**src/rtl/axil_pkg.sv**
```systemverilog
// rtl/axil_pkg.sv - shared AXI4-Lite response codes and master FSM state encoding
package axil_pkg;

    localparam logic [1:0] AXIL_OKAY   = 2'b00;
    localparam logic [1:0] AXIL_EXOKAY = 2'b01;
    localparam logic [1:0] AXIL_SLVERR = 2'b10;
    localparam logic [1:0] AXIL_DECERR = 2'b11;

    typedef enum logic [2:0] {
        ST_IDLE = 3'd0,
        ST_WR   = 3'd1,
        ST_WB   = 3'd2,
        ST_RA   = 3'd3,
        ST_RD   = 3'd4,
        ST_RSP  = 3'd5
    } axil_master_state_t;

endpackage

```
**src/rtl/axil_master.sv**
```systemverilog
// rtl/axil_master.sv - single-outstanding AXI4-Lite initiator behind a command/response port
module axil_master
    import axil_pkg::*;
#(
    parameter int         DATA_WIDTH = 32,
    parameter int         ADDR_WIDTH = 16,
    parameter int         STRB_WIDTH = DATA_WIDTH / 8,
    parameter logic [2:0] PROT       = 3'b000
) (
    input  logic                  clk,
    input  logic                  rst_n,

    input  logic                  cmd_valid,
    output logic                  cmd_ready,
    input  logic                  cmd_we,
    input  logic [ADDR_WIDTH-1:0] cmd_addr,
    input  logic [DATA_WIDTH-1:0] cmd_wdata,
    input  logic [STRB_WIDTH-1:0] cmd_wstrb,

    output logic                  rsp_valid,
    input  logic                  rsp_ready,
    output logic [DATA_WIDTH-1:0] rsp_rdata,
    output logic [1:0]            rsp_resp,

    output logic [ADDR_WIDTH-1:0] m_axil_awaddr,
    output logic [2:0]            m_axil_awprot,
    output logic                  m_axil_awvalid,
    input  logic                  m_axil_awready,
    output logic [DATA_WIDTH-1:0] m_axil_wdata,
    output logic [STRB_WIDTH-1:0] m_axil_wstrb,
    output logic                  m_axil_wvalid,
    input  logic                  m_axil_wready,
    input  logic [1:0]            m_axil_bresp,
    input  logic                  m_axil_bvalid,
    output logic                  m_axil_bready,
    output logic [ADDR_WIDTH-1:0] m_axil_araddr,
    output logic [2:0]            m_axil_arprot,
    output logic                  m_axil_arvalid,
    input  logic                  m_axil_arready,
    input  logic [DATA_WIDTH-1:0] m_axil_rdata,
    input  logic [1:0]            m_axil_rresp,
    input  logic                  m_axil_rvalid,
    output logic                  m_axil_rready
);

    localparam int OFF_W = (STRB_WIDTH > 1) ? $clog2(STRB_WIDTH) : 1;

    axil_master_state_t    state;
    logic                  ready_en;
    logic                  aw_done;
    logic                  w_done;
    logic [ADDR_WIDTH-1:0] addr_q;
    logic [DATA_WIDTH-1:0] wdata_q;
    logic [STRB_WIDTH-1:0] wstrb_q;
    logic [DATA_WIDTH-1:0] rdata_q;
    logic [1:0]            resp_q;

    logic misaligned;
    logic aw_hs;
    logic w_hs;

    assign misaligned = (STRB_WIDTH > 1) && (cmd_addr[OFF_W-1:0] != '0);

    // ready_en keeps cmd_ready low while reset is held, even though state already reads IDLE
    assign cmd_ready      = (state == ST_IDLE) && ready_en;
    assign rsp_valid      = (state == ST_RSP);
    assign rsp_rdata      = rdata_q;
    assign rsp_resp       = resp_q;

    assign m_axil_awaddr  = addr_q;
    assign m_axil_awprot  = PROT;
    assign m_axil_awvalid = (state == ST_WR) && !aw_done;
    assign m_axil_wdata   = wdata_q;
    assign m_axil_wstrb   = wstrb_q;
    assign m_axil_wvalid  = (state == ST_WR) && !w_done;
    assign m_axil_bready  = (state == ST_WB);
    assign m_axil_araddr  = addr_q;
    assign m_axil_arprot  = PROT;
    assign m_axil_arvalid = (state == ST_RA);
    assign m_axil_rready  = (state == ST_RD);

    assign aw_hs = m_axil_awvalid && m_axil_awready;
    assign w_hs  = m_axil_wvalid && m_axil_wready;

    always_ff @(posedge clk or negedge rst_n) begin
        if (!rst_n) begin
            state    <= ST_IDLE;
            ready_en <= 1'b0;
            aw_done  <= 1'b0;
            w_done   <= 1'b0;
            addr_q   <= '0;
            wdata_q  <= '0;
            wstrb_q  <= '0;
            rdata_q  <= '0;
            resp_q   <= AXIL_OKAY;
        end else begin
            ready_en <= 1'b1;
            case (state)
                ST_IDLE: begin
                    if (cmd_valid && cmd_ready) begin
                        addr_q  <= cmd_addr;
                        wdata_q <= cmd_wdata;
                        wstrb_q <= cmd_wstrb;
                        aw_done <= 1'b0;
                        w_done  <= 1'b0;
                        if (misaligned) begin
                            rdata_q <= '0;
                            resp_q  <= AXIL_SLVERR;
                            state   <= ST_RSP;
                        end else if (cmd_we) begin
                            state   <= ST_WR;
                        end else begin
                            state   <= ST_RA;
                        end
                    end
                end
                ST_WR: begin
                    // AW and W complete independently; move on once both have been taken
                    if (aw_hs) aw_done <= 1'b1;
                    if (w_hs)  w_done  <= 1'b1;
                    if ((aw_done || aw_hs) && (w_done || w_hs)) state <= ST_WB;
                end
                ST_WB: begin
                    if (m_axil_bvalid) begin
                        rdata_q <= '0;
                        resp_q  <= m_axil_bresp;
                        state   <= ST_RSP;
                    end
                end
                ST_RA: begin
                    if (m_axil_arready) state <= ST_RD;
                end
                ST_RD: begin
                    if (m_axil_rvalid) begin
                        rdata_q <= m_axil_rdata;
                        resp_q  <= m_axil_rresp;
                        state   <= ST_RSP;
                    end
                end
                ST_RSP: begin
                    if (rsp_ready) state <= ST_IDLE;
                end
                default: state <= ST_IDLE;
            endcase
        end
    end

endmodule
```
**config.mk**
```make
export PLATFORM = sky130hd
export DESIGN_NAME = axil_master
export DESIGN_NICKNAME = d
export VERILOG_FILES = /design/src/rtl/axil_pkg.sv /design/src/rtl/axil_master.sv
export SDC_FILE = /design/constraint.sdc
export NUM_CORES = 1
export LEC_CHECK = 0
export ABC_AREA = 1
export CAP_MARGIN = 20
export CORE_MARGIN = 2
export CORE_UTILIZATION = 40
export DETAILED_ROUTE_END_ITERATION = 12
export DONT_BUFFER_PORTS = 1
export HOLD_SLACK_MARGIN = 0.12
export PLACE_DENSITY = 0.51
export SLEW_MARGIN = 10
export SYNTH_ARGS = -nofsm -noshare
export SYNTH_HDL_FRONTEND = slang
export SYNTH_SLANG_ARGS = --single-unit
```
**constraint.sdc**
```tcl
create_clock -name clk -period 3.3 [get_ports clk]
set_input_delay 0.825 -clock clk [delete_from_list [all_inputs] [get_ports clk]]
set_output_delay 0.825 -clock clk [all_outputs]
set_load 0.05 [all_outputs]
```
; ---- After elaboration in Yosys (flattened, before gate mapping)
; Cells that the tools add are included.
[word_totals]
regBits = 92
input_bits = 98
output_inout_bits = 115
elab_cells = 67
[classes]
eq_ne = 14
n_mux = 24
reduce_logical = 20
[op_table]
columns = cell, n
row1 = 32-bit two-way mux, 4
row2 = 32-bit one-hot mux with 3 select lines, 1
row3 = 3-bit two-way mux, 7
row4 = 3-bit one-hot mux with 6 select lines, 1
row5 = 2-bit two-way mux, 5
row6 = "2-bit != test, second input constant", 5
row7 = "2-bit by 1-bit != test with 1-bit output, second input constant", 4
row8 = 1-bit logical AND, 7
row9 = "3-bit by 2-bit == test with 1-bit output, second input constant", 2
row10 = "3-bit == test, second input constant", 2
row11 = 2-bit one-hot mux with 3 select lines, 1
row12 = 3-bit AND reduction, 2
row13 = 6-bit AND reduction, 1
row14 = 5-bit AND reduction, 1
row15 = 1-bit one-hot mux with 2 select lines, 2
row16 = 2-bit nonzero test, 2
row17 = "3-bit by 1-bit == test with 1-bit output, second input constant", 1
row18 = 3-bit zero test, 1
row19 = 1-bit two-way mux, 3
row20 = 3-bit nonzero test, 1
row21 = 1-bit zero test, 2
row22 = 1-bit logical OR, 2
row23 = 2-bit AND reduction, 1

; ---- Longest topological paths before layout
[depth]
ltp_word = 7
mapped_depth = 9
ltp_nobuf = 9

; ---- Worst setup path before layout
; No wires, ideal clock.
[synth_timing]
path_type = reg2out
from = register state[2]
to = output port m_axil_arvalid
arrival_time_ns = 1.594
path_slack_ns = 0.881
stages_incl_launch_ff = 3
cell_sequence = dfrtp_1 buf_2 nor3_1
[synth_via]
elab_chain_cells = 1
[synth_rtl]
columns = item, line
row1 = from (decl), axil_master.sv:48  ; axil_master_state_t state;
row2 = from (signal assigned), axil_master.sv:87  ; state <= ST_IDLE;
row3 = from (signal assigned), axil_master.sv:109  ; state <= ST_RSP;
row4 = from (signal assigned), axil_master.sv:111  ; state <= ST_WR;
row5 = 3-bit by 2-bit == test with 1-bit output, axil_master.sv:79  ; assign m_axil_arvalid = (state == ST_RA);
row6 = to (decl), axil_master.sv:38  ; output logic m_axil_arvalid,
; No other way between the ends.

; ---- Final worst setup path
[layout_timing]
from = register state[0]
to = output port m_axil_arvalid
; The elaborated chain is that of the path after synthesis.

==> results.json <==
{
  "status": "completed",
  "globalplace.congestion": 0.835,
  "synth_edf_count": 0,
  "period_share": 0.747,
  "cp-end-kind": "output port",
  "initialDrtViolationCount": 137,
  "relSlewSlack": 0.384,
  "finalMaxSlewViolations": 0,
  "grt_util_all_layers": 0.174,
  "via_count": 3131,
  "ys_ff_latch": 92,
  "stdcell_count": 622,
  "worstMarginPinSlew_ns": 0.925,
  "finalSetupViolCount": 0,
  "cts_hold_buf": 0,
  "synthesis.instances": 510,
  "synth_warnings": 0,
  "area_delta_synth_final_pct": 2.46,
  "hp-class": "input pin to asynchronous set/reset pin",
  "ys_top_cells_by_count": "230 x nand2_1, 92 x dfrtp_1, 61 x nand3_1",
  "setup_tns_ns": 0,
  "cp_max_fo": 6,
  "cts_tree": "built",
  "cts.sinks": 92,
  "routed_wl_mm": 9.95,
  "clock.fmax_mhz": 406,
  "die_y_um": 107,
  "r2r_setup_slack_ns": 1.07,
  "grt_pass1_wl_mm": 15.8,
  "critPathLaunch": "state[0]",
  "yosysTopAreaCellShare": 0.540,
  "clk_pin_slew_ns": 0.09,
  "cts_setup_buffers": 0,
  "drc_errors": 0,
  "core_sq_um": 10300,
  "cts-root-buf": "clkbuf_8",
  "rr_worst_depth": 7,
  "hold_viol": 0,
  "diodes": 0,
  "drv_cap": 0,
  "seq_area_sq_um": 2300,
  "synth_area_sq_um": 4270,
  "worst-setup-path-type": "flop to output port",
  "drive_gt1_frac": 0.0638,
  "grt_max_degree": 93,
  "cp.required_ns": 2.47,
  "post-route-util": 0.423,
  "antenna_found_initial": 1,
  "grt_pass1_vias": 3237,
  "r2r-end": "rsp_rdata[3]",
  "syn-mean-instance-area_sq_um": 8.36,
  "finClkSkew_ns": 0.00977,
  "yosysMostFrequentCell": "nand2_1",
  "htree_levels": 3,
  "synth_area_leaders": "dfrtp_1 54%, nand2_1 20%, nand3_1 7.2%, nand3b_1 5.6%, buf_4 4.6%",
  "row_count": 37,
  "synth_cell_types": 24,
  "clock_latency_ns": 0.35,
  "num-fill-cells": 1052,
  "io_pins": 213,
  "drtAntennaViolNets": 0,
  "fp.dieW_um": 107,
  "synth_flop_cell": "dfrtp_1",
  "final_nets": 579,
  "post-route-min-period_ns": 2.47,
  "r2r_start": "state[2]",
  "dp.cells": 606,
  "post_dp_cell_area_sq_um": 4170,
  "critPathArrivalTime_ns": 1.64,
  "design.die.area_sq_um": 11500,
  "routed_via_density": 5.03,
  "hpwl_mm": 6.68,
  "start_kind": "flop",
  "grt.overflow.total": 0,
  "portBuffers": 0,
  "async_reset_ff_frac": 1.00,
  "routedWlPerCell_um": 16.0,
  "cts_buffers": 9,
  "start_util": 0.413,
  "rsz0062_at_grt": "false",
  "dr.pass1.iters": 5,
  "synth_top_area_cell": "dfrtp_1",
  "yosysSeqAreaShare": 0.540,
  "crit_end": "m_axil_arvalid",
  "cts_buffer_depth": 2,
  "multi_input_area_sq_um": 1590,
  "cts-resized-gates": 0,
  "fin_area_sq_um": 4370
}
## registers in the layout, indices dropped and copies added (netlist names)
name / count
aw_done: 1
m_axil_araddr: 16
m_axil_wdata: 32
m_axil_wstrb: 4
ready_en: 1
rsp_rdata: 32
rsp_resp: 2
state: 3
w_done: 1
## stage by stage
stage / setup WS [ns] / hold WS [ns]
detailed placement: 0.785 / 0.532
floorplan: 0.881 / 0.511
finish: 0.834 / 0.157
global placement: 0.790 / 0.526
global route: 0.751 / 0.126
CTS: 0.809 / 0.137
## logic make-up (layout without fill, tap and decap cells)
family	after synthesis	count (layout)	share of synthesized area
other cells	2	7	0.00176
simple gates	341	341	0.356
flops	92	92	0.540
compound gates	6	6	0.00792
buf+inv	69	40	0.0942
## layout make-up
type | count | area share
clock inverter | 1 | 0.00687
multi-input combinational | 354 | 0.363
sequential | 92 | 0.527
clock buffer | 15 | 0.0381
timing repair buffer | 7 | 0.0120
inverter | 17 | 0.0146
tap | 136 | 0.0389
## critical path: stages (launching register included)
cell,delay [ns]
dfrtp_1,0.47
inv_2,0.10
nor3_2,0.73
## placed cells by master (no fill, tap or decap), types with 2 or more instances in the layout
cell type and n:
a21oi_1 2, buf_4 7, clkbuf_1 4, clkbuf_8 11
conb_1 7, dfrtp_1 92, inv_1 13, inv_2 3
nand2_1 230, nand3_1 61, nand3b_1 32, nor2_1 8
nor2_2 2, nor2_4 3, o21ai_0 2
## per-layer routing
| layer | part of all wire | vias up | global-route usage |
|---|---|---|---|
| met4 | 0.019 | 2 | 0.0733 |
| met3 | 0.10 | 14 | 0.0732 |
| li1 | - | 1510 | - |
| met2 | 0.47 | 131 | 0.280 |
| met5 | 0.0014 | - | 0 |
| met1 | 0.40 | 1474 | 0.205 |
## how the worst min path moves through the flow
stage,from,endpoint,slack [ns],cells past startpoint
CTS,rst_n,m_axil_wdata[1],0.14,0
finish,rst_n,m_axil_araddr[2],0.16,0
global placement,rst_n,m_axil_araddr[2],0.53,0
detailed placement,rst_n,m_axil_araddr[2],0.53,0
global route,rst_n,m_axil_araddr[2],0.13,0
floorplan,aw_done,aw_done,0.51,2
Power is left out: the tool's default activity adds up to more than one toggle a clock period on the data nets, which glitch-free logic cannot reach.
